===== config.mk =====
export PLATFORM = sky130hd
export DESIGN_NAME = pipe_stage_reg
export DESIGN_NICKNAME = d
export VERILOG_FILES = /design/src/rtl/pipe_stage_reg.sv
export SDC_FILE = /design/constraint.sdc
export NUM_CORES = 1
export LEC_CHECK = 0
export CAP_MARGIN = 25
export CORE_AREA = 2 2 180 182
export DETAILED_ROUTE_END_ITERATION = 10
export DIE_AREA = 0 0 182 184
export PLACE_DENSITY_LB_ADDON = 0.2
export SYNTH_ARGS = -nofsm -noshare
export SYNTH_HDL_FRONTEND = slang
export SYNTH_SLANG_ARGS = --single-unit

===== constraint.sdc =====
create_clock -name CLK -period 23.7 [get_ports CLK]
set_input_delay 4.74 -clock CLK [delete_from_list [all_inputs] [get_ports CLK]]
set_output_delay 4.74 -clock CLK [all_outputs]
set_load 0.01 [all_outputs]

===== src/rtl/pipe_stage_reg.sv =====
// pipe_stage_reg: parametrised inter-stage pipeline register for the MIPS CPU.
// It carries {valid, instruction, payload} through DEPTH stages. It supports
// stall, flush and synchronous reset, counts retired instructions, and can
// halt the pipeline when a valid BREAK reaches the last stage.
//
// Handshake: there is no valid/ready pair. ValidIn qualifies the upstream
// slot, and StallIn works as an inverted "ready" from downstream: when it is
// low and the block is running, every stage moves forward by one. FlushIn
// takes priority over StallIn. In the HALTED state both inputs are ignored.
module pipe_stage_reg #(
  parameter int DATA_W       = 180,
  parameter int DEPTH        = 1,
  parameter int BREAK_DETECT = 1,
  parameter int CNT_W        = 32
) (
  input  logic              CLK,
  input  logic              RST,
  input  logic              StallIn,
  input  logic              FlushIn,
  input  logic              ValidIn,
  input  logic [31:0]       InstructIn,
  input  logic [DATA_W-1:0] DataIn,
  output logic              ValidOut,
  output logic [31:0]       InstructOut,
  output logic [DATA_W-1:0] DataOut,
  output logic              BreakOut,
  output logic              HaltOut,
  output logic [CNT_W-1:0]  RetireCount
);

  typedef enum logic [0:0] {
    RUN    = 1'b0,
    HALTED = 1'b1
  } state_t;

  // state is left as a named signal so checkers can bind to it directly
  state_t state;
  state_t state_next;

  logic [DEPTH-1:0]  valid_q;
  logic [31:0]       instr_q [DEPTH];
  logic [DATA_W-1:0] data_q  [DEPTH];

  logic [CNT_W-1:0]  count_q;
  logic              break_q;

  logic              running;
  logic              advance;
  logic              flush;

  // stage-0 input: an invalid slot always enters as a NOP with zero payload
  logic              in_valid;
  logic [31:0]       in_instr;
  logic [DATA_W-1:0] in_data;

  // the value the last stage loads on an advancing edge
  logic              load_valid;
  logic [31:0]       load_instr;
  logic              is_break;

  assign running  = (state == RUN);
  assign advance  = running && !StallIn && !FlushIn;
  assign flush    = running && FlushIn;

  assign in_valid = ValidIn;
  assign in_instr = ValidIn ? InstructIn : 32'd0;
  assign in_data  = ValidIn ? DataIn : '0;

  generate
    if (DEPTH == 1) begin : g_load_single
      assign load_valid = in_valid;
      assign load_instr = in_instr;
    end else begin : g_load_chain
      assign load_valid = valid_q[DEPTH-2];
      assign load_instr = instr_q[DEPTH-2];
    end
  endgenerate

  // Only the word captured into the last stage can trigger a halt
  generate
    if (BREAK_DETECT != 0) begin : g_break_on
      assign is_break = advance && load_valid &&
                        (load_instr[31:26] == 6'h00) &&
                        (load_instr[5:0]   == 6'h0D);
    end else begin : g_break_off
      assign is_break = 1'b0;
    end
  endgenerate

  // Stage registers: reset and flush both bubble every stage; otherwise shift on advance
  always_ff @(posedge CLK) begin
    if (RST || flush) begin
      valid_q <= '0;
      for (int i = 0; i < DEPTH; i++) begin
        instr_q[i] <= 32'd0;
        data_q[i]  <= '0;
      end
    end else if (advance) begin
      valid_q[0] <= in_valid;
      instr_q[0] <= in_instr;
      data_q[0]  <= in_data;
      for (int i = 1; i < DEPTH; i++) begin
        valid_q[i] <= valid_q[i-1];
        instr_q[i] <= instr_q[i-1];
        data_q[i]  <= data_q[i-1];
      end
    end
  end

  // Halt FSM state register
  always_ff @(posedge CLK) begin
    if (RST) begin
      state <= RUN;
    end else begin
      state <= state_next;
    end
  end

  // Halt FSM next state: HALTED can only be left through reset
  always_comb begin
    state_next = state;
    case (state)
      RUN:     if (is_break) state_next = HALTED;
      HALTED:  state_next = HALTED;
      default: state_next = RUN;
    endcase
  end

  // One-cycle BREAK pulse, aligned with the BREAK appearing at the output
  always_ff @(posedge CLK) begin
    if (RST) begin
      break_q <= 1'b0;
    end else begin
      break_q <= is_break;
    end
  end

  // Retire counter: counts the valid word leaving the last stage on an advancing edge
  always_ff @(posedge CLK) begin
    if (RST) begin
      count_q <= '0;
    end else if (advance && valid_q[DEPTH-1]) begin
      count_q <= count_q + CNT_W'(1);
    end
  end

  assign ValidOut    = valid_q[DEPTH-1];
  assign InstructOut = instr_q[DEPTH-1];
  assign DataOut     = data_q[DEPTH-1];
  assign BreakOut    = break_q;
  assign HaltOut     = (state == HALTED);
  assign RetireCount = count_q;

endmodule


==> results.tsv, run 1 <==
metric	value	unit
status	completed	
core footprint	31390	sq um
Clock Skews	0.006327	ns
antenna viol nets, final	0	
top cells by count, synth	and3_1 (218), edfxtp_1 (212), clkbuf_1 (54)	
Slew Limit Fails	0	
switch share	21.64	%
DR vias	7255	
IO Port Bufs	463	
FP Rows	65	
Post-Layout Inst Area	15460	sq um
I/O pin cnt	464	
worst path arrival time	7.47	ns
Yosys top cell area share	67.04	%
clk buf depth	3	
Hold Path Class	reg2reg	
CP endpoint kind	flop	
Sink Count	247	
# H-tree levels	1	
power share of the clock group	42.6	%
WL final	30280	um
Resize count post-CTS	0	
Post-synth EDFFs	212	
DIE WIDTH	182	um
GR Layer Usage met2	28.78	%
CP startpoint	RST	
critical path class	in2reg	
Layout Nets	1322	
Synth area leader	edfxtp_1	
syn_nets	875	
CP Data Required Time	23.85	ns
setup ws final	16.38	ns
Mapped Area	9495	sq um
P_leak	6.397	nW
Place WS	15.83	ns
power density over cell area	68.00	nW/um^2
P_int	0.8239	mW
min Tclk post-route	7.322	ns
setup bufs post-CTS	0	
CTS tree	yes	
setup TNS	0	ns
met3 Resource Use GR	5.567	%
peak supply drop	0.04829	mV
DP HPWL	20920	um
Initial Utilization	30.25	%
Iter 0 DRT Violations	550	
largest net degree at the start of global routing	122	
post-synthesis async set-or-reset flop share	0	%
headroom to the max-slew limit	32.70	%
min-delay src	RetireCount[31]$_SDFFE_PP0P_	
DRT Pass-1 Iters	4	
Hold Crit Depth	2	
YS warnings	0	
CTS clk-pin slew, worst paths	0.06	ns
Final Wtd Congestion	0.7805	
Most used DFF post-synth	edfxtp_1	
synthesis-to-finish area growth	62.84	%
Overflow after GRT	0	
Hold-fix buffers, CTS	0	
NetSw	0.2275	mW
vias in the first global route	7076	
register area share after synthesis	74.42	%
R2R setup slack	20.78	ns
Critical Path Source Type	primary input	
ranking of synthesized cells by area	edfxtp_1 (67%), and3_1 (14%), dfxtp_1 (7.4%), clkbuf_1 (2.1%), o31ai_1 (1.2%)	
drt drc	0	
Global Route Usage Sum	16.94	%
root buffer cell	clkbuf_16	
Seq pwr share	47.2	%
count leader, synth	and3_1	
r2r startpoint	HaltOut$_SDFF_PP0_	
Fin. Hold Viols	0	
Placed Area	14510	sq um
first-pass GRT wire length	43690	um
Mapped Cells	657	
Final Setup Violations	0	
TritonCTS Buffers	29	
Avg WL per Cell	19.80	um
worst-margin pin slew	1.010	ns
RSZ-0062 raised after global routing	no	
later-pin clock latency in the skew report	0.54	ns
Die Ht	184	um
DIE AREA	33490	sq um
max-cap viol count	0	
Syn Area/Cell	14.45	sq um
Cell variety after synth	28	
Final Cycle Share	30.89	%
CP max FO	78	
worst r2r path cells	6	
Logic pwr share	10.2	%
initial antenna violation count	2	
synthesized flop and latch total	247	
FMAX	136.6	MHz
Top Usage Layer GRT	met2	
post-DR vias/cell	4.745	
share of layout cells above drive strength 1	4.973	%
met1 GRT Util	20.52	%
final core occ	49.25	%
-- sequential cells by signal, summed over array words and instances, names as in the netlist --
name,flops
data_q,180
RetireCount,32
instr_q,32
BreakOut,1
HaltOut,1
ValidOut,1
-- per-stage QoR --
| stage | std cells | total power, mW | hold slack, ns |
|---|---|---|---|
| floorplan | 657 | 0.5383 | 0.4959 |
| global placement | 1474 | 0.6136 | 0.4714 |
| detailed placement | 1475 | 0.6140 | 0.4876 |
| CTS | 1528 | 1.064 | 0.4960 |
| global route | 1528 | 1.088 | 0.5252 |
| finish | 1529 | 1.051 | 0.4976 |
-- path summary, 6_finish.rpt --
kind,end
hold reg to reg,RetireCount[31]$_SDFFE_PP0P_
hold / removal,RetireCount[31]$_SDFFE_PP0P_
setup reg to reg,HaltOut$_SDFF_PP0_
setup / recovery,data_q[0][34]$_SDFFCE_PN0P_
-- metal layers --
metal  vias up  wire length [um]
met4         2               886
met1      3456             12060
met3        56              2536
li1       3434                 -
met5         -                13
met2       307             14780
-- cells by family (layout without fill, tap and decap cells) --
family          count (synthesis)  count (layout)  synth area share, %
simple gates                  295             295                19.29
flops                         247             247                74.42
buf+inv                        57             526                2.266
compound gates                 47              47                2.952
xor+xnor                        9               9               0.8302
fa+ha+maj                       1               1               0.1317
mux                             1               1               0.1054
other cells                     0               1                    0
-- layout by cell type (no fill, tap or decap), drive strengths merged, types with 2 or more instances in the layout --
master | netlist | routed
clkbuf | 54 | 33
nand3 | 12 | 12
o31ai | 15 | 15
nor2 | 9 | 9
and3 | 218 | 218
clkdlybuf4s50 | 0 | 462
nand2 | 11 | 11
nor4b | 3 | 3
xnor2 | 2 | 2
inv | 2 | 3
a21oi | 21 | 21
nor3 | 2 | 2
o21a | 2 | 2
bufinv | 0 | 4
edfxtp | 212 | 212
nand4 | 11 | 11
buf | 1 | 9
dfxtp | 35 | 35
clkinv | 0 | 10
or3 | 6 | 6
and4 | 5 | 5
or4 | 15 | 15
xor2 | 7 | 7
o21ai | 8 | 8
clkinvlp | 0 | 5
-- worst max-delay path: stages --
cell and delay, ns:
clkdlybuf4s50_1 0.45, buf_4 0.33, inv_1 0.18, o21ai_4 0.08, buf_4 0.68, buf_4 0.89
-- final cells by class --
class | instances | area, sq um
multi-input combinational | 353 | 2231
timing repair buffer | 471 | 4700
inverter | 2 | 7.507
antenna | 1 | 2.502
tap | 402 | 503.0
clock inverter | 20 | 211.5
clock buffer | 33 | 740.7
sequential | 247 | 7067
fill | 2754 | 15930
-- power groups by stage --
stage / combinational, mW / sequential (mW) / clock [mW]
CTS: 0.109 / 0.496 / 0.458
global placement: 0.109 / 0.505 / 0
detailed placement: 0.109 / 0.505 / 0
finish: 0.108 / 0.496 / 0.448
floorplan: 0.0148 / 0.524 / 0
global route: 0.114 / 0.498 / 0.476
Power figures use the tool's default switching activity.
==> inputs of run 2 (changes only) <==
clock period = 6.98 ns   (was 23.7 ns; I/O delays follow)
==> results.tsv, run 2 (same netlist as run 1, synthesis figures left out) <==
metric	value	unit
IO Port Bufs	463	
initial antenna violation count	3	
drt drc	0	
Filler Cell Count	2754	
Clock Skews	0.007357	ns
Iter 0 DRT Violations	430	
Worst path slowest cell	buf_4	
min Tclk post-route	3.483	ns
core footprint	31390	sq um
Sink Count	247	
Critical Path Source Type	primary input	
Hold-fix buffers, CTS	0	
worst-margin pin slew	1.062	ns
max-cap viol count	0	
Overflow after GRT	0	
FMAX	287.1	MHz
Initial Utilization	30.25	%
TritonCTS Buffers	28	
commonest non-fill, non-tap cell in the layout	clkdlybuf4s50_1	
Hold Path Class	reg2reg	
later-pin clock latency in the skew report	0.53	ns
CTS tree	yes	
antenna viol nets, final	0	
Worst path most repeated cell	buf_4	
DIE WIDTH	182	um
I/O pin cnt	464	
worst path arrival time	3.64	ns
Fin. Hold Viols	0	
largest net degree at the start of global routing	214	
r2r startpoint	HaltOut$_SDFF_PP0_	
vias in the first global route	6990	
Avg WL per Cell	20.41	um
final core occ	49.03	%
DRT Pass-1 Iters	7	
R2R setup slack	4.46	ns
CP max FO	49	
CTS clk-pin slew, worst paths	0.06	ns
clk buf depth	3	
CP Data Required Time	7.14	ns
root buffer cell	clkbuf_16	
WL final	31150	um
FP Rows	65	
peak supply drop	0.2207	mV
critical path class	in2reg	
power density over cell area	222.1	nW/um^2
headroom to the max-slew limit	29.21	%
DP Cell Count	1474	
worst r2r path cells	4	
Final Setup Violations	0	
first-pass GRT wire length	44330	um
CP Capture Point	data_q[0][89]$_SDFFCE_PN0P_	
CP endpoint kind	flop	
overall power	3.418	mW
post-DR vias/cell	4.785	
setup ws final	3.497	ns
Largest Register	data_q	
post-route insts no fill	1526	
RSZ-0062 raised after global routing	no	
setup bufs post-CTS	0	
status	completed	
Final Wtd Congestion	0.7749	
# H-tree levels	1	
worst path cell trace	clkdlybuf4s50_1 -> buf_4 -> inv_1 -> o21ai_4 -> buf_4 -> buf_4	
Place WS	2.945	ns
Slew Limit Fails	0	
DIE AREA	33490	sq um
P_leak	6.375	nW
Die Ht	184	um
Worst path max stage delay	0.64	ns
Layout Nets	1321	
synthesis-to-finish area growth	62.10	%
setup TNS	0	ns
commonest non-fill, non-tap cells in the layout	clkdlybuf4s50_1 (462), and3_1 (218), edfxtp_1 (212)	
Final Cycle Share	49.91	%
max reg flops	180	
share of layout cells above drive strength 1	4.371	%
DP HPWL	21170	um
Global Route Usage Sum	17.26	%
CP startpoint	RST	
Resize count post-CTS	0	
Crit Reg-Reg Endpoint	RetireCount[31]$_SDFFE_PP0P_	
DR vias	7302	
## run 2: routing by layer
metal	wire length (um)	GRT usage [%]	vias to the layer above
met3	2518	5.131	44
met2	15390	29.42	310
met5	13	0	-
li1	-	-	3436
met1	12570	21.22	3510
met4	662	5.065	2
## run 2: how the worst min path moves through the flow
stage | from | endpoint | slack (ns) | cells past startpoint
global route | RetireCount[31]$_SDFFE_PP0P_ | RetireCount[31]$_SDFFE_PP0P_ | 0.52 | 2
finish | RetireCount[31]$_SDFFE_PP0P_ | RetireCount[31]$_SDFFE_PP0P_ | 0.49 | 2
global placement | RetireCount[14]$_SDFFE_PP0P_ | RetireCount[14]$_SDFFE_PP0P_ | 0.48 | 2
CTS | RetireCount[31]$_SDFFE_PP0P_ | RetireCount[31]$_SDFFE_PP0P_ | 0.49 | 2
floorplan | RetireCount[31]$_SDFFE_PP0P_ | RetireCount[31]$_SDFFE_PP0P_ | 0.50 | 2
detailed placement | RetireCount[31]$_SDFFE_PP0P_ | RetireCount[31]$_SDFFE_PP0P_ | 0.49 | 2
## run 2: power breakdown
| part | internal (mW) | switching (mW) | total [mW] |
|---|---|---|---|
| sequential | 1.66 | 0.0184 | 1.68 |
| combinational | 0.227 | 0.144 | 0.371 |
| clock | 0.788 | 0.576 | 1.36 |
## run 2: area by class of cell
type | instances | area (sq um) | share of cell area (%)
Clock buffer | 36 | 752.0 | 4.885
Sequential cell | 247 | 7067 | 45.91
Multi-Input combinational cell | 353 | 2231 | 14.49
Antenna cell | 3 | 7.507 | 0.04877
Inverter | 2 | 7.507 | 0.04877
Tap cell | 402 | 503.0 | 3.268
Clock inverter | 12 | 80.08 | 0.5202
Timing Repair Buffer | 471 | 4745 | 30.82
## run 2: critical path: cells and delay by family
| kind | cells | cell delay [ns] |
|---|---|---|
| compound gates | 1 | 0.11 |
| buf+inv | 5 | 2.08 |
## run 2: per-stage QoR
step                      cell area, sq um  hold slack (ns)
after floorplan                       9507           0.4959
after global placement               14510           0.4798
after detailed placement             14530           0.4860
after CTS                            15360           0.4947
after global routing                 15390           0.5203
final                                15390           0.4889
==> inputs of run 3 (changes only) <==
CORE_AREA = 2 2 179 181   (was 2 2 180 182)
DIE_AREA = 0 0 181 183   (was 0 0 182 184)
clock period = 3.05 ns   (was 6.98 ns; I/O delays follow)
==> results.tsv, run 3 (same netlist as run 1, synthesis figures left out) <==
metric	value	unit
Resize count post-CTS	0	
CP startpoint	HaltOut$_SDFF_PP0_	
commonest non-fill, non-tap cells in the layout	clkdlybuf4s50_1 (462), and3_1 (218), edfxtp_1 (212)	
DRT Pass-1 Iters	4	
worst path arrival time	1.64	ns
Post-Layout Inst Area	15620	sq um
min Tclk post-route	2.247	ns
Stages on worst setup path	1	
Global Route Usage Sum	17.29	%
largest net degree at the start of global routing	95	
share of layout cells above drive strength 1	5.374	%
RSZ-0062 raised after global routing	no	
IO Port Bufs	463	
max reg flops	180	
CP Capture Point	HaltOut	
Placed Area	14690	sq um
DP Cell Count	1483	
later-pin clock latency in the skew report	0.55	ns
Avg WL per Cell	19.77	um
first-pass GRT wire length	44300	um
root buffer cell	clkbuf_16	
FMAX	445.0	MHz
TritonCTS Buffers	29	
Hold-fix buffers, CTS	0	
core footprint	31230	sq um
r2r startpoint	RetireCount[0]$_SDFFE_PP0P_	
CTS clk-pin slew, worst paths	0.06	ns
Critical Path Source Type	flop	
CP endpoint kind	primary output	
DR vias	7314	
setup bufs post-CTS	0	
synthesis-to-finish area growth	64.48	%
DIE WIDTH	181	um
Iter 0 DRT Violations	406	
peak supply drop	0.4123	mV
P_leak	6.487	nW
Final Cycle Share	73.68	%
R2R setup slack	1.02	ns
Crit Reg-Reg Endpoint	RetireCount[30]$_SDFFE_PP0P_	
critical path class	reg2out	
worst r2r path cells	5	
Largest Register	data_q	
status	completed	
power density over cell area	519.4	nW/um^2
Clock Skews	0.01094	ns
Overflow after GRT	0	
clk buf depth	3	
Layout Nets	1330	
worst path cell trace	clkdlybuf4s50_1	
drt drc	0	
Hold Path Class	reg2reg	
initial antenna violation count	2	
Initial Utilization	30.40	%
WL final	30400	um
Die Ht	183	um
Worst path slowest cell	clkdlybuf4s50_1	
DIE AREA	33120	sq um
post-route insts no fill	1538	
antenna viol nets, final	0	
overall power	8.112	mW
FP Rows	65	
DP HPWL	21380	um
# H-tree levels	1	
Sink Count	247	
min-delay src	RetireCount[31]$_SDFFE_PP0P_	
I/O pin cnt	464	
worst-margin pin slew	0.5772	ns
CTS tree	yes	
post-DR vias/cell	4.756	
Final Wtd Congestion	0.8215	
CP max FO	5	
CP Data Required Time	2.44	ns
Fin. Hold Viols	0	
setup TNS	0	ns
Worst path max stage delay	0.61	ns
CP top delay family	buffers and inverters	
max-cap viol count	0	
vias in the first global route	7072	
hold slack	0.4768	ns
Slew Limit Fails	0	
buffers and inverters on the worst path	1	
commonest non-fill, non-tap cell in the layout	clkdlybuf4s50_1	
Final Setup Violations	0	
headroom to the max-slew limit	61.52	%
[run 3: worst min-delay path by stage]
stage | to | slack (ns) | depth (start not counted)
2_1_floorplan | RetireCount[31]$_SDFFE_PP0P_ | 0.50 | 2
3_3_place_gp | RetireCount[31]$_SDFFE_PP0P_ | 0.46 | 2
3_5_place_dp | RetireCount[31]$_SDFFE_PP0P_ | 0.47 | 2
4_1_cts | RetireCount[31]$_SDFFE_PP0P_ | 0.48 | 2
5_1_grt | RetireCount[31]$_SDFFE_PP0P_ | 0.52 | 2
6_report | RetireCount[31]$_SDFFE_PP0P_ | 0.48 | 2
[run 3: through the flow]
stage          setup WS, ns  util, %
4_1_cts              0.7571    50.00
6_report             0.8028    50.01
2_1_floorplan        -1.568        -
3_5_place_dp         0.3361    47.05
3_3_place_gp         0.4299    47.05
5_1_grt              0.7067    50.01
[run 3: worst register-to-register path: cells and delay by family (launching register included)]
family	cells	cell delay, ns
compound gates	1	0.17
fa+ha+maj	1	0.21
flops	1	0.43
simple gates	3	1.15
[run 3: routing by layer]
| metal | part of all wire (%) | track usage [%] |
|---|---|---|
| met5 | 0.043 | 0 |
| met4 | 2.2 | 4.911 |
| met3 | 8.4 | 5.282 |
| met2 | 49 | 29.49 |
| met1 | 40 | 21.27 |
[run 3: report_power, final]
part | internal [mW] | switching (mW) | leakage [nW] | total [mW]
Clock | 2.00 | 1.40 | 0.454 | 3.40
Sequential | 3.81 | 0.0441 | 2.73 | 3.85
Combinational | 0.534 | 0.329 | 3.30 | 0.862
[run 3: final cells by class]
cell class / instances / area [sq um]
Fill cell: 2724 / 15610
Sequential cell: 247 / 7067
Clock inverter: 19 / 173.9
Timing Repair Buffer: 479 / 4877
Antenna cell: 1 / 2.502
Tap cell: 402 / 503.0
Inverter: 2 / 7.507
Clock buffer: 35 / 748.2
Multi-Input combinational cell: 353 / 2238
